File: config.mk
export PLATFORM = sky130hd
export DESIGN_NAME = muldiv_ctrl
export DESIGN_NICKNAME = d
export VERILOG_FILES = /design/src/rtl/muldiv_ctrl.sv
export SDC_FILE = /design/constraint.sdc
export NUM_CORES = 1
export LEC_CHECK = 0
export BUFFER_PORTS_ARGS = -buffer_cell sky130_fd_sc_hd__buf_2
export CORE_MARGIN = 4
export CORE_UTILIZATION = 54
export DETAILED_ROUTE_END_ITERATION = 16
export PLACE_DENSITY = 0.73
export SKIP_CTS_REPAIR_TIMING = 1
export SYNTH_ARGS = -nofsm -noshare
export SYNTH_HDL_FRONTEND = slang
export SYNTH_SLANG_ARGS = --single-unit
File: constraint.sdc
create_clock -name clock -period 5.9 [get_ports clock]
set_input_delay 1.18 -clock clock [delete_from_list [all_inputs] [get_ports clock]]
set_output_delay 1.18 -clock clock [all_outputs]
set_load 0.02 [all_outputs]
File: src/rtl/muldiv_ctrl.sv
// Multiply/divide sequencer: 32-step radix-2 Booth MULT and restoring DIV with HI/LO result registers.
// Optional MULDIV_ABORT_EN macro adds an `abort` input that cancels an in-flight operation.
module muldiv_ctrl (
    input  logic        clock,
    input  logic        reset,
    input  logic        start_mult,
    input  logic        start_div,
    input  logic [31:0] op_a,
    input  logic [31:0] op_b,
`ifdef MULDIV_ABORT_EN
    input  logic        abort,
`endif
    output logic        busy,
    output logic        done,
    output logic [31:0] hi_out,
    output logic [31:0] lo_out,
    output logic        hi_write,
    output logic        lo_write,
    output logic        div_zero
);

    localparam int unsigned XLEN      = 32;
    localparam int unsigned CNTW      = 6;
    localparam int unsigned LAST_STEP = XLEN - 1;

    typedef enum logic [1:0] {
        IDLE     = 2'd0,
        MULT_RUN = 2'd1,
        DIV_RUN  = 2'd2,
        FINISH   = 2'd3
    } state_e;

    state_e            state_q, state_d;
    logic [CNTW-1:0]   cnt_q, cnt_d;
    logic [XLEN-1:0]   opa_q, opa_d;
    logic [XLEN-1:0]   opb_q, opb_d;
    logic [XLEN:0]     acc_q, acc_d;
    logic [XLEN-1:0]   wlo_q, wlo_d;
    logic              q1_q, q1_d;
    logic              zero_q, zero_d;
    logic              is_div_q, is_div_d;
    logic              busy_q, busy_d;
    logic              done_q, done_d;
    logic              hi_write_q, hi_write_d;
    logic              lo_write_q, lo_write_d;
    logic              div_zero_q, div_zero_d;
    logic [XLEN-1:0]   hi_q, hi_d;
    logic [XLEN-1:0]   lo_q, lo_d;

    logic              abort_c;
    logic [XLEN-1:0]   abs_a_c;
    logic [XLEN-1:0]   abs_b_c;
    logic [XLEN:0]     m_ext_c;
    logic [XLEN:0]     booth_sum_c;
    logic [XLEN:0]     div_shift_c;
    logic [XLEN:0]     div_diff_c;
    logic              div_ge_c;
    logic [XLEN-1:0]   quo_c;
    logic [XLEN-1:0]   rem_c;

`ifdef MULDIV_ABORT_EN
    assign abort_c = abort;
`else
    assign abort_c = 1'b0;
`endif

    // Magnitudes for the divider; 0x80000000 maps onto itself, which is the correct unsigned magnitude.
    assign abs_a_c = op_a[XLEN-1] ? XLEN'(-op_a) : op_a;
    assign abs_b_c = opb_q[XLEN-1] ? XLEN'(-opb_q) : opb_q;

    // Booth step: 33-bit accumulator so that subtracting -2^31 cannot overflow.
    assign m_ext_c = {opa_q[XLEN-1], opa_q};
    always_comb begin
        booth_sum_c = acc_q;
        case ({wlo_q[0], q1_q})
            2'b01:   booth_sum_c = acc_q + m_ext_c;
            2'b10:   booth_sum_c = acc_q - m_ext_c;
            default: booth_sum_c = acc_q;
        endcase
    end

    // Restoring step: shift remainder left by one dividend bit and try to subtract the divisor.
    assign div_shift_c = {acc_q[XLEN-1:0], wlo_q[XLEN-1]};
    assign div_ge_c    = div_shift_c >= {1'b0, abs_b_c};
    assign div_diff_c  = div_shift_c - {1'b0, abs_b_c};

    assign quo_c = (opa_q[XLEN-1] ^ opb_q[XLEN-1]) ? XLEN'(-wlo_q) : wlo_q;
    assign rem_c = opa_q[XLEN-1] ? XLEN'(-acc_q[XLEN-1:0]) : acc_q[XLEN-1:0];

    // Next-state and datapath control.
    always_comb begin
        state_d    = state_q;
        cnt_d      = cnt_q;
        opa_d      = opa_q;
        opb_d      = opb_q;
        acc_d      = acc_q;
        wlo_d      = wlo_q;
        q1_d       = q1_q;
        zero_d     = zero_q;
        is_div_d   = is_div_q;
        busy_d     = busy_q;
        hi_d       = hi_q;
        lo_d       = lo_q;
        done_d     = 1'b0;
        hi_write_d = 1'b0;
        lo_write_d = 1'b0;
        div_zero_d = 1'b0;

        case (state_q)
            IDLE: begin
                if (start_mult) begin
                    opa_d    = op_a;
                    opb_d    = op_b;
                    cnt_d    = '0;
                    acc_d    = '0;
                    wlo_d    = op_b;
                    q1_d     = 1'b0;
                    zero_d   = 1'b0;
                    is_div_d = 1'b0;
                    busy_d   = 1'b1;
                    state_d  = MULT_RUN;
                end else if (start_div) begin
                    opa_d    = op_a;
                    opb_d    = op_b;
                    cnt_d    = '0;
                    acc_d    = '0;
                    wlo_d    = abs_a_c;
                    q1_d     = 1'b0;
                    zero_d   = (op_b == '0);
                    is_div_d = 1'b1;
                    busy_d   = 1'b1;
                    state_d  = (op_b == '0) ? FINISH : DIV_RUN;
                end
            end
            MULT_RUN: begin
                if (abort_c) begin
                    busy_d  = 1'b0;
                    state_d = IDLE;
                end else begin
                    acc_d = {booth_sum_c[XLEN], booth_sum_c[XLEN:1]};
                    wlo_d = {booth_sum_c[0], wlo_q[XLEN-1:1]};
                    q1_d  = wlo_q[0];
                    cnt_d = cnt_q + CNTW'(1);
                    if (cnt_q == CNTW'(LAST_STEP)) begin
                        state_d = FINISH;
                    end
                end
            end
            DIV_RUN: begin
                if (abort_c) begin
                    busy_d  = 1'b0;
                    state_d = IDLE;
                end else begin
                    acc_d = div_ge_c ? div_diff_c : div_shift_c;
                    wlo_d = {wlo_q[XLEN-2:0], div_ge_c};
                    cnt_d = cnt_q + CNTW'(1);
                    if (cnt_q == CNTW'(LAST_STEP)) begin
                        state_d = FINISH;
                    end
                end
            end
            FINISH: begin
                done_d  = 1'b1;
                busy_d  = 1'b0;
                state_d = IDLE;
                if (zero_q) begin
                    div_zero_d = 1'b1;
                end else begin
                    hi_write_d = 1'b1;
                    lo_write_d = 1'b1;
                    hi_d       = is_div_q ? rem_c : acc_q[XLEN-1:0];
                    lo_d       = is_div_q ? quo_c : wlo_q;
                end
            end
            default: begin
                busy_d  = 1'b0;
                state_d = IDLE;
            end
        endcase
    end

    // State and output registers with synchronous reset.
    always_ff @(posedge clock) begin
        if (reset) begin
            state_q    <= IDLE;
            cnt_q      <= '0;
            opa_q      <= '0;
            opb_q      <= '0;
            acc_q      <= '0;
            wlo_q      <= '0;
            q1_q       <= 1'b0;
            zero_q     <= 1'b0;
            is_div_q   <= 1'b0;
            busy_q     <= 1'b0;
            done_q     <= 1'b0;
            hi_write_q <= 1'b0;
            lo_write_q <= 1'b0;
            div_zero_q <= 1'b0;
            hi_q       <= '0;
            lo_q       <= '0;
        end else begin
            state_q    <= state_d;
            cnt_q      <= cnt_d;
            opa_q      <= opa_d;
            opb_q      <= opb_d;
            acc_q      <= acc_d;
            wlo_q      <= wlo_d;
            q1_q       <= q1_d;
            zero_q     <= zero_d;
            is_div_q   <= is_div_d;
            busy_q     <= busy_d;
            done_q     <= done_d;
            hi_write_q <= hi_write_d;
            lo_write_q <= lo_write_d;
            div_zero_q <= div_zero_d;
            hi_q       <= hi_d;
            lo_q       <= lo_d;
        end
    end

    assign busy     = busy_q;
    assign done     = done_q;
    assign hi_out   = hi_q;
    assign lo_out   = lo_q;
    assign hi_write = hi_write_q;
    assign lo_write = lo_write_q;
    assign div_zero = div_zero_q;

endmodule

==> reports/results.md <==
## Run status
- finished clean — outcome

## Floorplanning
- 28200 um2 — placeable core region
- 55.4% — starting density of the core
- 137 — total I/O pin count
- 178 um — overall die width
- 61 — number of placement rows
- 178 um — die boundary height
- 31700 um2 — die outline area

## Drt
- 0 — post-route DRC violation count
- 54500 um — total wire length after detailed routing
- 1712 — number of DRC markers after the initial detailed-route iteration
- 0 — number of nets with antenna violations after detailed routing
- 16100 — DR vias
- 21.4 um — per-cell routed wire length
- 6 — Initial DRT Pass Iterations
- 6.35 — vias per cell

## Global route
- 33.1% — overall global routing resource usage
- 0 — number of antenna violations at the first check in global routing
- 0 — remaining global-route overflow
- 116 — maximum number of pins on one net before global-route repair
- 14600 — via count of the first global-routing pass
- 83100 um — wire length of the first global-routing pass

## Timing
- 28.8% — worst slew margin relative to its limit
- 1.07 ns — transition at the pin with the smallest max-transition slack
- 178 MHz — top achievable clock speed
- 0 — number of slew-limit violations in the final report
- 0 — number of endpoints with negative hold slack in the final report
- 0 — final setup violation count
- 0.0167 ns — setup skew after layout
- 95.2% — final worst-path cycle share
- 5.62 ns — minimum period implied by the final worst setup slack
- 0 ns — total negative setup slack
- false — setup repair after global routing missed its margin

## Layout
- 10800 um2 — Multi-input gate area
- 10.6% — fraction of layout instances using a drive strength above 1
- 0 — number of diodes
- 2293 — final net count
- 2624 — Fill cells
- 4160 um2 — Reg area
- 11.0% — Area Overhead vs Synth

## Place
- 136 — Port Buffers
- 1.00 — routability congestion estimate from global placement
- 41900 um — total half-perimeter wirelength after legalization and detailed placement

## Critical path
- 22 — largest fanout on the critical path
- opb_q[6]$_SDFFE_PP0P_ — worst setup path startpoint
- reg -> reg — class of the most critical setup path
- 6.03 ns — Data arrival, critical path
- 0.28 ns — register-to-register setup slack
- acc_q[10]$_SDFFE_PP0P_ — end of the worst register-to-register path
- 6.32 ns — Worst EP required
- acc_q[10]$_SDFFE_PP0P_ — end of the critical path
- opb_q[6]$_SDFFE_PP0P_ — r2r startpoint
- register — kind of end point of the critical path
- register — crit start category
- 18 — depth of the most critical reg-to-reg path

## Synthesis
- dfxtp_1 — most used flip-flop cell after synthesis
- 2101 — count of mapped cells out of synthesis
- 26.7% — sequential element share of the synthesized area
- 15600 um2 — post-synthesis instance area
- 76 — unique cell type count in the Yosys netlist
- 0 — number of flops mapped to enable cells by yosys
- 26.7% — share of the synthesized area in the top cell type
- 7.42 um2 — post-synthesis average cell area
- 0% — proportion of synthesized flip-flops having asynchronous set or reset
- 2247 — Post-Syn Nets
- 208 — count of state elements after synthesis
- dfxtp_1 — dominant cell type by area after synthesis
- 0 — synth warn
- dfxtp_1, nand2_1, a21oi_1, xnor2_1, ha_1 — Area contributors post-synth

## Clock network
- 0.54 ns — clock latency reported for the late side of the worst-skew pair
- 208 — number of sinks on the clock net
- 0.06 ns — register clock-pin slew on the reported worst setup and hold paths
- done — CTS tree
- 1 — H-tree depth
- clkbuf_16 — clock tree root driver cell
- 3 — Bufs on Longest Clock Path
- 24 — CTS Buf Count

## Pwr
- 7.54 mW — overall power of the completed layout
- 0.377 mV — maximum vdd drop
- 435 nW/um2 — power density cells
- 6.85 nW — leakage component of the power

## Hold path
- reg -> reg — Hold Path Class

## Run
- 0 — count of max-cap constraint violations

-- state kept, by name, summed over array words and instances, names as in the netlist, 2 cells and up --
signal,cells
opb_q,32
opa_q,32
lo_out,32
acc_q,33
cnt_q,6
wlo_q,32
state_q,2
hi_out,32
-- area by class of cell --
cell class / instances / share of cell area [%]
multi-input cells: 1711 / 62.3
flip-flops and latches: 208 / 24.1
repair buffers: 164 / 5.23
clock buffers: 34 / 3.92
well taps: 378 / 2.73
clock inverters: 9 / 0.918
inverters: 38 / 0.824
-- critical path, stage by stage, from the launching register on --
cell and delay, ns:
dfxtp_1 0.36, or4_4 0.59, nor4_4 0.26, nand4_1 0.15, or4_1 0.48, or4_1 0.51, o21ai_0 0.23, xor2_1 0.20
ha_1 0.35, and3_1 0.26, nand2_1 0.08, o221ai_1 0.15, a211oi_1 0.31, nand3_1 0.23, a21oi_4 0.60, buf_12 0.24
nor2_1 0.07, o21a_1 0.16, a221o_1 0.25
-- cell usage in the layout (no fill, tap or decap), types with 31 or more instances in the layout --
cell type and count:
nand2_1 312, a21oi_1 220, dfxtp_1 208, nor2_1 180, buf_2 135, o21ai_0 116, xnor2_1 110, xor2_1 82
ha_1 76, a211oi_1 63, nor3_1 42, inv_1 37, nand3_1 36, mux2i_1 31
-- cells by family after synthesis --
logic type                 count (synthesis)  share of synthesized area (%)
buffers and inverters                    182                           4.42
DFF                                      208                           26.7
AOI/OAI and AO/OA                        658                           27.2
muxes                                     35                           2.28
and+or+nand+nor                          748                           22.2
xor gates and xnor gates                 192                           10.8
adders and majority gates                 78                           6.36
-- cells in the mapped netlist, drive strengths merged, types with 18 or more instances --
cell / number
xnor2: 110
a21oi: 221
dfxtp: 208
nand3: 36
mux2i: 31
nor3: 42
or3: 21
o21ai: 118
xor2: 82
inv: 38
a211oi: 63
nor2b: 19
nand2: 312
a221oi: 25
a31oi: 19
nor2: 182
ha: 76
nor4: 31
a21o: 26
a211o: 18
clkbuf: 131
a22oi: 25
o31ai: 27
nand4: 26
-- power breakdown --
part	total, mW	internal [mW]	switching [mW]
Clock	1.60	0.975	0.624
Combinational	3.94	1.40	2.54
Sequential	2.00	1.64	0.355
Total	7.54	4.02	3.52
-- metal layers --
metal / vias to the layer above / share of wire, % / track usage, %
li1: 7748 / - / -
met1: 7589 / 45 / 48.3
met2: 713 / 43 / 50.5
met3: 95 / 7.7 / 3.81
met4: 0 / 3.9 / 11.7
met5: - / 0 / 0
-- stage by stage --
stage	hold slack [ns]	area, um2	cells	setup slack, ns	util, %
final	0.455	17300	2542	0.283	61.5
after CTS	0.455	17300	2542	0.332	61.5
after detailed placement	0.445	16500	2499	0.363	58.5
after global routing	0.481	17300	2542	0.0211	61.5
after global placement	0.439	16500	2499	0.453	58.5
after floorplan	0.454	15600	2101	0.878	-
-- how the worst min path moves through the flow --
stage                                        from                      end  slack, ns  cells past startpoint
after floorplan                 q1_q$_SDFFE_PP0P_        q1_q$_SDFFE_PP0P_       0.45                      2
after global placement    hi_out[13]$_SDFFE_PP0P_  hi_out[13]$_SDFFE_PP0P_       0.44                      2
after detailed placement  hi_out[29]$_SDFFE_PP0P_  hi_out[29]$_SDFFE_PP0P_       0.45                      2
after CTS                 hi_out[29]$_SDFFE_PP0P_  hi_out[29]$_SDFFE_PP0P_       0.45                      2
after global routing       hi_out[9]$_SDFFE_PP0P_   hi_out[9]$_SDFFE_PP0P_       0.48                      2
final                     hi_out[13]$_SDFFE_PP0P_  hi_out[13]$_SDFFE_PP0P_       0.46                      2
Power figures use the tool's default switching activity.
